### config.mk
export PLATFORM = sky130hd
export DESIGN_NAME = fetch_unit
export DESIGN_NICKNAME = d
export VERILOG_FILES = /design/src/rtl/fetch_pkg.sv /design/src/rtl/fetch_queue.sv /design/src/rtl/fetch_unit.sv
export SDC_FILE = /design/constraint.sdc
export NUM_CORES = 1
export LEC_CHECK = 0
export CORE_ASPECT_RATIO = 0.6
export CORE_UTILIZATION = 52
export DETAILED_ROUTE_END_ITERATION = 8
export PLACE_DENSITY = 0.88
export SYNTH_ARGS = -nofsm -noshare
export SYNTH_HDL_FRONTEND = slang
export SYNTH_SLANG_ARGS = --single-unit
### constraint.sdc
create_clock -name clk -period 4.84 [get_ports clk]
set_input_delay 0.484 -clock clk [delete_from_list [all_inputs] [get_ports clk]]
set_output_delay 0.484 -clock clk [all_outputs]
set_load 0.1 [all_outputs]
### src/rtl/fetch_pkg.sv
// Shared types and constants for the instruction-fetch front end.
package fetch_pkg;

  typedef struct packed {
    logic [31:0] pc;
    logic [31:0] instr;
  } fetch_entry_t;

  localparam logic [31:0] NOP_INSTR       = 32'h0000_0013;
  localparam logic [31:0] ADDR_ALIGN_MASK = 32'hFFFF_FFFC;

endpackage

### src/rtl/fetch_queue.sv
// Small circular FIFO of fetched {pc, instr} entries with synchronous flush.
module fetch_queue
  import fetch_pkg::*;
#(
  parameter int DEPTH = 2,
  localparam int AW = $clog2(DEPTH),
  localparam int CW = $clog2(DEPTH + 1)
) (
  input  logic         clk,
  input  logic         rst_n,
  input  logic         flush,
  input  logic         push,
  input  fetch_entry_t push_data,
  input  logic         pop,
  output fetch_entry_t head,
  output logic [CW-1:0] count,
  output logic         empty,
  output logic         full
);

  fetch_entry_t   mem [DEPTH];
  logic [AW-1:0]  wr_ptr;
  logic [AW-1:0]  rd_ptr;

  assign head  = mem[rd_ptr];
  assign empty = (count == '0);
  assign full  = (count == CW'(DEPTH));

  // Pointer and occupancy bookkeeping; flush wins over any push/pop.
  always_ff @(posedge clk or negedge rst_n) begin
    if (!rst_n) begin
      wr_ptr <= '0;
      rd_ptr <= '0;
      count  <= '0;
    end else if (flush) begin
      wr_ptr <= '0;
      rd_ptr <= '0;
      count  <= '0;
    end else begin
      if (push) wr_ptr <= wr_ptr + 1'b1;
      if (pop)  rd_ptr <= rd_ptr + 1'b1;
      count <= count + CW'(push) - CW'(pop);
    end
  end

  // Entry storage; contents only matter once counted, so no reset needed.
  always_ff @(posedge clk) begin
    if (push && !flush) mem[wr_ptr] <= push_data;
  end

  // The upstream credit scheme must never overfill or underflow the queue.
  assert property (@(posedge clk) disable iff (!rst_n) !(push && full && !flush));
  assert property (@(posedge clk) disable iff (!rst_n) !(pop && empty && !flush));

endmodule

### src/rtl/fetch_unit.sv
// Fetch PC owner: issues word fetches to a 1-cycle imem, queues the returned
// instructions and hands them to decode; a redirect flushes everything.
module fetch_unit
  import fetch_pkg::*;
#(
  parameter logic [31:0] RESET_PC = 32'h0000_0000,
  parameter int          FQ_DEPTH = 2
) (
  input  logic        clk,
  input  logic        rst_n,
  input  logic        redirect_valid,
  input  logic [31:0] redirect_pc,
  output logic        imem_req,
  output logic [31:0] imem_addr,
  input  logic [31:0] imem_rdata,
  output logic        if_valid,
  input  logic        if_ready,
  output logic [31:0] if_instr,
  output logic [31:0] if_pc,
  output logic [31:0] if_pc_plus4
);

  localparam int CW = $clog2(FQ_DEPTH + 1);

  logic [31:0]   fetch_pc;
  logic [31:0]   inflight_pc;
  logic          inflight;
  logic [31:0]   redirect_target;
  logic          q_push;
  logic          q_pop;
  logic          q_empty;
  logic          q_full;
  logic [CW-1:0] q_count;
  fetch_entry_t  q_head;
  fetch_entry_t  q_wdata;
  logic [CW:0]   occ_after;
  logic          issue_ok;

  assign redirect_target = redirect_pc & ADDR_ALIGN_MASK;

  // A redirect hides the head so nothing stale is consumed in that cycle.
  assign if_valid = ~q_empty & ~redirect_valid;
  assign q_pop    = if_valid & if_ready;
  assign q_push   = inflight & ~redirect_valid;
  assign q_wdata  = '{pc: inflight_pc, instr: imem_rdata};

  // Slots already promised (queued + returning) once this cycle's pop leaves.
  assign occ_after = {1'b0, q_count} + (CW + 1)'(inflight) - (CW + 1)'(q_pop);
  assign issue_ok  = occ_after < (CW + 1)'(FQ_DEPTH);

  // Fetch request: a redirect always issues its target; otherwise credit-limited.
  always_comb begin
    imem_req  = rst_n & (redirect_valid | issue_ok);
    imem_addr = fetch_pc;
    if (redirect_valid) imem_addr = redirect_target;
  end

  // Decode-facing fields come from the queue head and read as a NOP when idle.
  always_comb begin
    if_instr    = NOP_INSTR;
    if_pc       = '0;
    if_pc_plus4 = '0;
    if (if_valid) begin
      if_instr    = q_head.instr;
      if_pc       = q_head.pc;
      if_pc_plus4 = q_head.pc + 32'd4;
    end
  end

  // Fetch PC and the single outstanding-request tracker.
  always_ff @(posedge clk or negedge rst_n) begin
    if (!rst_n) begin
      fetch_pc    <= RESET_PC;
      inflight    <= 1'b0;
      inflight_pc <= '0;
    end else if (redirect_valid) begin
      fetch_pc    <= redirect_target + 32'd4;
      inflight    <= 1'b1;
      inflight_pc <= redirect_target;
    end else if (issue_ok) begin
      fetch_pc    <= fetch_pc + 32'd4;
      inflight    <= 1'b1;
      inflight_pc <= fetch_pc;
    end else begin
      inflight    <= 1'b0;
    end
  end

  fetch_queue #(.DEPTH(FQ_DEPTH)) u_queue (
    .clk       (clk),
    .rst_n     (rst_n),
    .flush     (redirect_valid),
    .push      (q_push),
    .push_data (q_wdata),
    .pop       (q_pop),
    .head      (q_head),
    .count     (q_count),
    .empty     (q_empty),
    .full      (q_full)
  );

  // A returning fetch always has a free slot to land in.
  assert property (@(posedge clk) disable iff (!rst_n) !(q_push && q_full && !q_pop));

endmodule

# After elaboration in Yosys (flattened, before gate mapping)
# Memory sizes are Yosys's and may differ from the RTL's.
# Index checks and enable logic that the tools add are counted.
[classes]
n_addsub = 9
n_lt_le_gt_ge = 1
n_mux = 17
bitwise = 7
reduce_logical = 6
[ops]
columns = ["cell", "n"]
rows = [
  ["32-bit two-way mux", 8],
  ["32-bit by 3-bit adder with 32-bit output, second input constant", 3],
  ["1-bit two-way mux", 8],
  ["2-bit nonzero test", 3],
  ["1-bit bitwise AND", 4],
  ["2-bit by 1-bit adder with 3-bit output", 1],
  ["3-bit by 2-bit < comparator with 1-bit output, second input constant", 1],
  ["3-bit by 1-bit subtractor with 3-bit output", 1],
  ["1-bit adder, second input constant", 2],
  ["2-bit by 1-bit adder with 2-bit output", 1],
  ["2-bit logical NOT", 1],
  ["2-bit two-way mux", 1],
  ["1-bit NOT", 2],
  ["2-bit by 1-bit subtractor with 2-bit output", 1],
  ["1-bit logical AND", 1],
  ["1-bit logical NOT", 1],
  ["1-bit OR", 1],
]
[word_totals]
regBits = 69
ramBits = 128
in_bits = 68
out_inout_bits = 130
elab_cells = 47
mem_count = 1
[mem_list]
columns = ["name", "depth", "width", "read_ports", "rd_ports_with_merged_regs", "write_ports", "line", "text"]
rows = [
  ["u_queue.mem", 2, 64, 1, 0, 1, "fetch_queue.sv:21", "fetch_entry_t mem [DEPTH];"],
]

# Depth between registers and ports, before layout
# Gate-level depths: netlist of the first run.
[depth]
ltp_word = 8
mapped_depth = 18
mapped_depth_nobuf = 14

# Modules after synthesis
# A second synthesis of the first run with hierarchy kept.
[hier_totals]
cells_unflattened = 795
area_unflattened_um2 = 9739.3
[modules_own_cells]
columns = ["mod", "instances", "cells_each", "area_each_um2", "seq_area_each_um2"]
rows = [
  ["fetch_queue", 1, 218, 5041.1, 3943.8],
  ["fetch_unit", 1, 577, 4698.3, 1526.5],
]

# Worst setup path before layout of the first run
# Ideal clock, no wire load.
[synth_timing]
path_kind = "flip-flop to output port"
from = "register u_queue.rd_ptr"
to = "output if_pc_plus4[26]"
arrival_ns = 5.475
t_required_ns = 4.356
slack_ns = -1.119
stages_incl_launch_ff = 11
path_buffers = 4
path_cell_list = "dfrtp_1 > buf_4 > buf_2 > buf_2 > buf_2 > mux2_2 > ha_1 > inv_1 > nor3_1 > nand4_1 > o41ai_1"
[synth_between]
elab_chain_cells = 3
[synth_rtl]
columns = ["item", "line", "text"]
rows = [
  ["start, declared", "fetch_queue.sv:23", "logic [AW-1:0] rd_ptr;"],
  ["start signal, assigned", "fetch_queue.sv:41", "if (pop) rd_ptr <= rd_ptr + 1'b1;"],
  ["memory 2 x 64 bit", "--", ""],
  ["32-bit by 3-bit adder with 32-bit output", "fetch_unit.sv:66", "if_pc_plus4 = q_head.pc + 32'd4;"],
  ["32-bit two-way mux", "fetch_unit.sv:63", "if (if_valid) begin"],
  ["end, declared", "fetch_unit.sv:20", "output logic [31:0] if_pc_plus4"],
]
# Every way passes these cells.

# Worst setup path in the final report of the first run
[layout_timing]
from = "register u_queue.rd_ptr"
to = "output if_pc_plus4[29]"
# The elaborated chain is that of the path after synthesis.

==> reports/metrics.cfg, run 1 <==
[die]
core_area_sq_um = 17360
initial_utilization_pct = 54.00
rows = 37
io_pins = 198
fp.dieW_microns = 175.3
die_h_microns = 106
die_area_sq_um = 18590

[detailed_routing]
viasPerCell = 5.831
dr.pass1.iters = 6
drc_errors = 0
avgRoutedWirePerCell_microns = 18.92
drt_iter0_drc = 802
vias = 7400
totalWireLength_microns = 24010
antenna_left = 0

[grt]
first_global_vias = 7026
grt_max_degree = 88
antenna_found_initial = 0
grt_overflow_total = 0
grtUsageTotal_pct = 26.45
grt_pass1_wl_microns = 37910

[place]
io_buffer_count = 189
gp_congestion = 0.9017
hpwl_microns = 16840

[clock_tree]
cts_root_buffer = clkbuf_16
cts_num_sinks = 189
htreeDepth = 4
path_clk_slew_ns = 0.07
insertion_delay_ns = 0.43
post_cts_buffers = 0
cts_tree = yes
clockBufferDepth = 2
cts_buffers = 17
holdBufCountCts = 0
cts_resized = 0

[finish]
nNetsFinal = 1096
drive_above_1_share_pct = 12.08
n_antenna_cell = 0
area.growth.synth_to_final_pct = 27.62

[critical_path]
reg2reg_from = u_queue.count[1]$_DFF_PN0_
arrival_ns = 3.82
r2r_cells = 13
cp_max_fo = 44
regToRegSetupSlack_ns = 1.19
crit_required_ns = 4.36
critical_path_class = reg -> out
end_kind = output port
worstReg2RegEnd = fetch_pc[19]$_DFFE_PN0P_
cp-start-kind = register

[synthesis]
syn_area_sq_um = 9374
yosysTopAreaCell = edfxtp_1
ys_seq_area_share_pct = 57.07
ys.flop_type = edfxtp_1
ys_types = 61
synth-seq-cells = 189
async_reset_ff_share_pct = 34.39
ys_warn_count = 0
synth.top_cell.area_share_pct = 39.72
synth_edf_count = 124
syn_inst = 843
synthTopCellsByArea = edfxtp_1 (40%), dfrtp_1 (17%), mux2i_1 (8.0%)
postSynthAreaPerCell_sq_um = 11.12

[sta]
rsz0062_at_grt = no
tns_ns = 0
whs_ns = 0.2433
finalCritPeriodShare_pct = 88.99
worstMarginPinSlew_ns = 1.047
slew-limit-headroom_pct = 29.99
clock_skew_ns = 0.01026
fmax_mhz = 232.2
setup_violations = 0
slew_viol_final = 0
finalCriticalPeriod_ns = 4.307
finalHoldViolations = 0

[run]
max-cap-violations = 0

[min_path]
hp-class = in -> async

[outcome]
status = finished clean

area by class of cell:
type                    instances  area (sq um)
fillers                      1243          5398
flip-flops and latches        189          5354
clock inverters                15         130.1
well taps                     234         292.8
repair buffers                203          1894
clock buffers                  17         425.4
multi-input cells             582          3757
inverters                      29         108.9
placed cells by master, fill, tap and decap left out, types with 28 or more instances in the layout:
cell and instances:
clkdlybuf4s50_1 145, nor2_1 144, edfxtp_1 124, mux2i_1 75, dfrtp_1 64, buf_4 55
nand2_1 52, a21oi_1 44, nand3_1 33, xnor2_1 29, inv_1 28
flip-flops by register name, summed over array words and instances (netlist names):
register and flops:
u_queue.rd_ptr 1, inflight 1, u_queue.mem 124, u_queue.wr_ptr 1
u_queue.count 2, fetch_pc 30, inflight_pc 30
cell usage after synthesis, drive strengths merged (3+ instances only):
| cell type | n |
|---|---|
| buf | 30 |
| and4 | 3 |
| nand2 | 52 |
| nor2b | 11 |
| inv | 29 |
| nand3 | 34 |
| a211oi | 6 |
| a21oi | 45 |
| o21ai | 10 |
| ha | 5 |
| and2 | 7 |
| nor4 | 7 |
| dfrtp | 65 |
| a22oi | 9 |
| clkbuf | 18 |
| xor2 | 3 |
| nand3b | 22 |
| nand4b | 5 |
| o31ai | 13 |
| nand4 | 16 |
| xnor2 | 29 |
| mux2i | 75 |
| mux2 | 20 |
| and3 | 4 |
| edfxtp | 124 |
| o31a | 8 |
| a222oi | 4 |
| nor2 | 144 |
| nor3 | 11 |
metrics by stage:
step,util [%],std cells,setup WS [ns],area (sq um)
after floorplan,-,848,0.08491,9425
final,68.91,1269,0.5329,11960
after CTS,68.91,1269,0.6405,11960
after global routing,68.91,1269,0.3869,11960
after global placement,65.71,1237,1.134,11410
after detailed placement,65.71,1237,1.039,11410
cell families after synthesis:
| family | after synthesis | synth area share [%] |
|---|---|---|
| buffers and inverters | 77 | 3.644 |
| flip-flops | 189 | 57.07 |
| other | 1 | 0.04000 |
| adder cells (fa/ha/maj) | 6 | 0.8809 |
| multiplexers | 95 | 10.41 |
| AO/OA/AOI/OAI | 115 | 8.089 |
| AND/OR/NAND/NOR | 328 | 16.87 |
| XOR/XNOR | 32 | 2.990 |
per-layer routing:
| layer | track usage (%) | up-vias | wire length (microns) |
|---|---|---|---|
| met5 | 0 | - | 0 |
| met4 | 6.460 | 0 | 270 |
| met3 | 7.225 | 24 | 2120 |
| met2 | 40.36 | 339 | 10990 |
| met1 | 37.59 | 3628 | 10630 |
| li1 | - | 3409 | - |
worst max path at each step:
stage | end | depth (start not counted) | slack (ns) | startpoint
after floorplan | if_pc_plus4[6] | 10 | 0.08 | u_queue.rd_ptr$_DFFE_PN0P_
after global placement | fetch_pc[19]$_DFFE_PN0P_ | 14 | 1.13 | redirect_valid
after detailed placement | fetch_pc[19]$_DFFE_PN0P_ | 14 | 1.04 | redirect_valid
after CTS | if_pc_plus4[29] | 7 | 0.64 | u_queue.rd_ptr$_DFFE_PN0P_
after global routing | if_pc_plus4[29] | 7 | 0.39 | u_queue.rd_ptr$_DFFE_PN0P_
final | if_pc_plus4[29] | 7 | 0.53 | u_queue.rd_ptr$_DFFE_PN0P_
critical path, stage by stage, from the launching register on:
cell and delay [ns]:
dfrtp_4 0.75, buf_4 0.62, mux2i_1 0.32, a211o_1 0.37, nor4b_1 0.49, a21oi_1 0.14
nor3b_1 0.31, buf_4 0.36
Power of run 1 is not shown: default switching activity piles up to over one toggle a cycle in this logic, so the estimate is an artifact.
==> run 2: changes to the inputs <==
--- a/config.mk
+++ b/config.mk
@@ -6,9 +6,9 @@
 export NUM_CORES = 1
 export LEC_CHECK = 0
 export CORE_ASPECT_RATIO = 0.6
-export CORE_UTILIZATION = 52
+export CORE_UTILIZATION = 24
 export DETAILED_ROUTE_END_ITERATION = 8
-export PLACE_DENSITY = 0.88
+export PLACE_DENSITY = 0.51
 export SYNTH_ARGS = -nofsm -noshare
 export SYNTH_HDL_FRONTEND = slang
 export SYNTH_SLANG_ARGS = --single-unit
==> constraint.sdc (replaced) <==
create_clock -name clk -period 4.84 [get_ports clk]
set_input_delay 0.484 -clock clk [delete_from_list [all_inputs] [get_ports clk]]
set_output_delay 0.484 -clock clk [all_outputs]
set_load 0.05 [all_outputs]
==> reports/metrics.cfg, run 2 (synthesized netlist as in run 1, its figures left out) <==
[pwr]
power.density_nw_per_um2 = 659.5
p_int_w = 0.004416
ir_drop_uv = 364.7
combPwrFrac_pct = 50.1
p_sw_w = 0.003746
seq_power_share_pct = 33.8
p_leak_nw = 4.355
clkPwrFrac_pct = 16.1
p_sw_share_pct = 45.90
finalPower_w = 0.008161

[detailed_routing]
met1_length_microns = 13520  ; was 10630 microns
viasPerCell = 4.483  ; was 5.831
top_layer_used = met4  ; unchanged
drt_iter0_drc = 501  ; was 802
dr.pass1.iters = 5  ; was 6
totalWireLength_microns = 27470  ; was 24010 microns
dr_wl_met3_microns = 1044  ; was 2120 microns
antenna_left = 0  ; unchanged
wl_met2_microns = 12730  ; was 10990 microns
drc_errors = 0  ; unchanged
avgRoutedWirePerCell_microns = 17.70  ; was 18.92 microns
vias = 6957  ; was 7400

[sta]
finalHoldViolations = 0  ; unchanged
rsz0062_at_grt = no  ; unchanged
fmax_mhz = 228.7  ; was 232.2 MHz
clock_skew_ns = 0.01290  ; was 0.01026 ns
finalCriticalPeriod_ns = 4.372  ; was 4.307 ns
finalCritPeriodShare_pct = 90.34  ; was 88.99%
slew-limit-headroom_pct = 37.61  ; was 29.99%
setup_slack_ns = 0.4678  ; was 0.5329 ns
worstMarginPinSlew_ns = 0.9358  ; was 1.047 ns
slew_viol_final = 0  ; unchanged
tns_ns = 0  ; unchanged
setup_violations = 0  ; unchanged

[place]
pre_cts_slack_ns = 0.9887  ; was 1.039 ns
hpwl_microns = 20050  ; was 16840 microns
io_buffer_count = 189  ; unchanged
dp.cells = 1520  ; was 1237
gp_congestion = 0.7904  ; was 0.9017

[critical_path]
arrival_ns = 3.89  ; was 3.82 ns
end_kind = output port  ; unchanged
reg2reg_from = u_queue.count[1]$_DFF_PN0_  ; unchanged
r2r_cells = 13  ; unchanged
cp-start-kind = register  ; unchanged
worstReg2RegEnd = fetch_pc[14]$_DFFE_PN0P_  ; was fetch_pc[19]$_DFFE_PN0P_
cp_max_fo = 37  ; was 44
regToRegSetupSlack_ns = 1.48  ; was 1.19 ns
crit_required_ns = 4.36  ; about the same
cp-startpoint = u_queue.rd_ptr$_DFFE_PN0P_  ; unchanged
critical_path_class = reg -> out  ; unchanged

[finish]
n_antenna_cell = 0  ; unchanged
reg_top3 = u_queue.mem: 124 flops, fetch_pc: 30 flops, inflight_pc: 30 flops  ; unchanged
nNetsFinal = 1100  ; was 1096
final_common_cell = clkdlybuf4s50_1  ; unchanged
drive_above_1_share_pct = 8.085  ; was 12.08%
area.growth.synth_to_final_pct = 32.01  ; was 27.62%
largest-register = u_queue.mem  ; unchanged
final-instance-count-excl-fill = 1552  ; was 1269
fin_util_pct = 32.52  ; was 68.91%
largest_reg_flops = 124  ; unchanged
final_cell_mix = clkdlybuf4s50_1 (181), nor2_1 (144), edfxtp_1 (124)  ; was clkdlybuf4s50_1 (145), nor2_1 (144), edfxtp_1 (124)

[clock_tree]
holdBufCountCts = 0  ; unchanged
cts_root_buffer = clkbuf_16  ; unchanged
post_cts_buffers = 0  ; unchanged
clockBufferDepth = 2  ; unchanged
htreeDepth = 4  ; unchanged
path_clk_slew_ns = 0.07  ; about the same
insertion_delay_ns = 0.45  ; was 0.43 ns
cts_resized = 0  ; unchanged
cts_num_sinks = 189  ; unchanged
cts_buffers = 17  ; unchanged
cts_tree = yes  ; unchanged

[grt]
grt_overflow_total = 0  ; unchanged
grt_max_degree = 82  ; was 88
grt_pass1_wl_microns = 41780  ; was 37910 microns
first_global_vias = 6792  ; was 7026
grtUsageTotal_pct = 13.92  ; was 26.45%
antenna_found_initial = 0  ; unchanged

[min_path]
hp-class = in -> async  ; unchanged

[run]
max-cap-violations = 0  ; unchanged

[die]
die_h_microns = 155.1  ; was 106 microns
io_pins = 198  ; unchanged
initial_utilization_pct = 24.63  ; was 54.00%
core_area_sq_um = 38060  ; was 17360 sq um
rows = 55  ; was 37
fp.dieW_microns = 257.1  ; was 175.3 microns
die_area_sq_um = 39880  ; was 18590 sq um

[outcome]
status = finished clean  ; unchanged

## run 2: changes by cell type in the layout (fill, tap and decap cells not counted), moves of 2 or more
cell,change
inv_6,-3
o31ai_2,-4
o31ai_1,+4
clkdlybuf4s50_1,+36
clkinv_4,-5
inv_8,-2
clkinv_2,+5
buf_4,-32
clkbuf_1,+4
## run 2: power by group through the flow
stage                     registers (W)  logic, W  clock network (W)
after floorplan                 0.00264   0.00291                  0
after global placement          0.00279   0.00411                  0
after detailed placement        0.00281   0.00414                  0
after CTS                       0.00278   0.00415            0.00137
after global routing            0.00284   0.00443            0.00143
final                           0.00276   0.00408            0.00132
## run 2: worst max path at each step
stage / to
2_1_floorplan: u_queue.mem[0][0]$_DFFE_PP_
3_3_place_gp: if_pc_plus4[16]
3_5_place_dp: if_pc_plus4[16]
4_1_cts: if_pc_plus4[16]
5_1_grt: if_pc_plus4[16]
6_report: if_pc_plus4[16]
## run 2: final cells by class
| cell class | count | area [sq um] |
|---|---|---|
| Multi-Input combinational cell | 582 | 3725 |
| Tap cell | 513 | 641.9 |
| Timing Repair Buffer | 207 | 2014 |
| Clock inverter | 10 | 65.06 |
| Clock buffer | 22 | 465.4 |
| Inverter | 29 | 108.9 |
| Sequential cell | 189 | 5354 |
| Fill cell | 3898 | 25680 |
## run 2: per-stage QoR
step	hold WS, ns	instance area [sq um]
final	0.2687	12370
after detailed placement	0.4690	11840
after floorplan	0.1884	9393
after CTS	0.2999	12370
after global placement	0.4618	11840
after global routing	0.3449	12370
## run 2: metal layers
layer | GRT usage [%] | vias up
met3 | 3.177 | 11
met2 | 21.95 | 131
li1 | - | 3403
met1 | 19.43 | 3412
met5 | 0 | -
met4 | 2.976 | 0
## run 2: critical path: stages, from the launching register on
cell	delay, ns
dfrtp_4	0.66
mux2_2	0.33
ha_1	0.27
inv_1	0.10
nor3_1	0.49
nand3_1	0.30
o21a_1	0.25
nor3_1	0.20
clkdlybuf4s50_1	0.84
No activity file was read; power rests on OpenSTA's default activity.
==> run 3: changes to the inputs <==
--- a/config.mk
+++ b/config.mk
@@ -8,7 +8,7 @@
 export CORE_ASPECT_RATIO = 0.6
 export CORE_UTILIZATION = 24
 export DETAILED_ROUTE_END_ITERATION = 8
-export PLACE_DENSITY = 0.51
+export PLACE_DENSITY = 0.55
 export SYNTH_ARGS = -nofsm -noshare
 export SYNTH_HDL_FRONTEND = slang
 export SYNTH_SLANG_ARGS = --single-unit
==> constraint.sdc (replaced) <==
create_clock -name clk -period 4.84 [get_ports clk]
set_input_delay 0.484 -clock clk [delete_from_list [all_inputs] [get_ports clk]]
set_output_delay 0.484 -clock clk [all_outputs]
set_load 0.01 [all_outputs]
==> reports/metrics.cfg, run 3 (synthesized netlist as in run 1, its figures left out) <==
[critical_path]
crit_family = buffers and inverters  ; was simple AND/OR/NAND/NOR gates
regToRegSetupSlack_ns = 1.20  ; was 1.48 ns
crit_chain = buf_4, mux2i_1, a211o_1, or4_1, o31ai_1, clkdlybuf4s50_1  ; was mux2_2, ha_1, inv_1, nor3_1, nand3_1, o21a_1, nor3_1, clkdlybuf4s50_1
r2r_cells = 13  ; unchanged
reg2reg_from = u_queue.count[1]$_DFF_PN0_  ; unchanged
end_kind = output port  ; unchanged
slowest_stage = buf_4  ; was clkdlybuf4s50_1
crit_required_ns = 4.36  ; about the same
worstReg2RegEnd = fetch_pc[14]$_DFFE_PN0P_  ; unchanged
critPathBufInv = 2  ; unchanged
cp-start-kind = register  ; unchanged
cp_slowest_stage_delay_ns = 0.67  ; was 0.84 ns
cp_max_fo = 54  ; was 37
critical_path_class = reg -> out  ; unchanged
arrival_ns = 3.68  ; was 3.89 ns

[finish]
multi_input_area_sq_um = 3725  ; unchanged
nNetsFinal = 1100  ; unchanged
drive_above_1_share_pct = 7.796  ; was 8.085%
fin_util_pct = 32.71  ; was 32.52%
regArea_sq_um = 5354  ; unchanged
final-instance-count-excl-fill = 1552  ; unchanged
largest-register = u_queue.mem  ; unchanged
largest_reg_flops = 124  ; unchanged
n_antenna_cell = 0  ; unchanged
num-fill-cells = 3827  ; was 3898
final_common_cell = clkdlybuf4s50_1  ; unchanged
final_cell_mix = clkdlybuf4s50_1 (187), nor2_1 (144), edfxtp_1 (124)  ; was clkdlybuf4s50_1 (181), nor2_1 (144), edfxtp_1 (124)
area.growth.synth_to_final_pct = 32.80  ; was 32.01%
reg_top3 = u_queue.mem: 124 flops, fetch_pc: 30 flops, inflight_pc: 30 flops  ; unchanged
final_area_sq_um = 12450  ; was 12370 sq um

[pwr]
ir_drop_uv = 308.5  ; was 364.7 uV
finalPower_w = 0.007322  ; was 0.008161 W
p_leak_nw = 4.377  ; was 4.355 nW
power.density_nw_per_um2 = 588.2  ; was 659.5 nW/um^2

[sta]
slew-limit-headroom_pct = 38.48  ; was 37.61%
finalCritPeriodShare_pct = 85.96  ; was 90.34%
finalCriticalPeriod_ns = 4.160  ; was 4.372 ns
setup_violations = 0  ; unchanged
fmax_mhz = 240.4  ; was 228.7 MHz
slew_viol_final = 0  ; unchanged
rsz0062_at_grt = no  ; unchanged
finalHoldViolations = 0  ; unchanged
tns_ns = 0  ; unchanged
worstMarginPinSlew_ns = 0.9227  ; was 0.9358 ns
clock_skew_ns = 0.01505  ; was 0.01290 ns

[grt]
grt_overflow_total = 0  ; unchanged
grt_max_degree = 88  ; was 82
grt_pass1_wl_microns = 41300  ; was 41780 microns
first_global_vias = 6823  ; was 6792
grtUsageTotal_pct = 13.84  ; was 13.92%
antenna_found_initial = 0  ; unchanged

[die]
core_area_sq_um = 38060  ; unchanged
io_pins = 198  ; unchanged
die_area_sq_um = 39880  ; unchanged
fp.dieW_microns = 257.1  ; unchanged
rows = 55  ; unchanged
initial_utilization_pct = 24.63  ; unchanged
die_h_microns = 155.1  ; unchanged

[clock_tree]
post_cts_buffers = 0  ; unchanged
path_clk_slew_ns = 0.07  ; about the same
cts_tree = yes  ; unchanged
cts_root_buffer = clkbuf_16  ; unchanged
holdBufCountCts = 0  ; unchanged
cts_num_sinks = 189  ; unchanged
cts_resized = 0  ; unchanged
clockBufferDepth = 2  ; unchanged
htreeDepth = 4  ; unchanged
cts_buffers = 17  ; unchanged
insertion_delay_ns = 0.45  ; about the same

[detailed_routing]
dr.pass1.iters = 6  ; was 5
viasPerCell = 4.548  ; was 4.483
avgRoutedWirePerCell_microns = 17.67  ; was 17.70 microns
totalWireLength_microns = 27430  ; was 27470 microns
antenna_left = 0  ; unchanged
vias = 7059  ; was 6957
drc_errors = 0  ; unchanged
drt_iter0_drc = 576  ; was 501

[outcome]
status = finished clean  ; unchanged

[place]
hpwl_microns = 20100  ; was 20050 microns
gp_congestion = 0.8060  ; was 0.7904
dp.cells = 1520  ; unchanged
io_buffer_count = 189  ; unchanged
placed_area_sq_um = 11850  ; was 11840 sq um

[min_path]
hp-class = in -> async  ; unchanged

[run]
max-cap-violations = 0  ; unchanged

run 3: cell count changes in the layout (fill, tap and decap cells not counted):
cell             before  now
clkbuf_4              0    1
buf_4                23   18
inv_6                 2    3
clkdlybuf4s50_1     181  187
clkbuf_1              4    1
clkbuf_16            18   21
buf_12                1    0
inv_4                 1    2
clkinv_2              5    2
run 3: metrics by stage:
step | setup slack [ns] | hold slack, ns
2_1_floorplan | 0.2035 | 0.1884
3_3_place_gp | 0.9884 | 0.4538
3_5_place_dp | 0.9213 | 0.4588
4_1_cts | 0.5691 | 0.3041
5_1_grt | 0.4047 | 0.3378
6_report | 0.6796 | 0.2509
run 3: per-layer routing:
layer / up-vias / track usage [%] / share of wire, %
li1: 3409 / - / -
met1: 3489 / 18.87 / 47
met2: 151 / 22.41 / 48
met3: 10 / 3.291 / 4.4
met4: 0 / 2.636 / 0.62
met5: - / 0 / 0
run 3: report_power, final:
part / switching, W / internal [W]
Clock: 0.000639 / 0.000792
Sequential: 0.000339 / 0.00238
Combinational: 0.00182 / 0.00135
run 3: worst max path at each step:
| stage | from | end | slack (ns) | depth (start not counted) |
|---|---|---|---|---|
| floorplan | redirect_valid | u_queue.mem[0][0]$_DFFE_PP_ | 0.20 | 6 |
| global placement | redirect_valid | fetch_pc[14]$_DFFE_PN0P_ | 0.99 | 14 |
| detailed placement | redirect_valid | fetch_pc[14]$_DFFE_PN0P_ | 0.92 | 14 |
| CTS | u_queue.rd_ptr$_DFFE_PN0P_ | if_pc_plus4[27] | 0.57 | 6 |
| global route | u_queue.rd_ptr$_DFFE_PN0P_ | if_pc_plus4[28] | 0.40 | 7 |
| finish | u_queue.rd_ptr$_DFFE_PN0P_ | if_pc_plus4[27] | 0.68 | 6 |
run 3: layout make-up:
class,instances,share of cell area [%]
Clock buffer,23,4.312
Multi-Input combinational cell,582,29.92
Timing Repair Buffer,207,16.20
Clock inverter,9,0.5227
Tap cell,513,5.156
Inverter,29,0.8745
Sequential cell,189,43.01
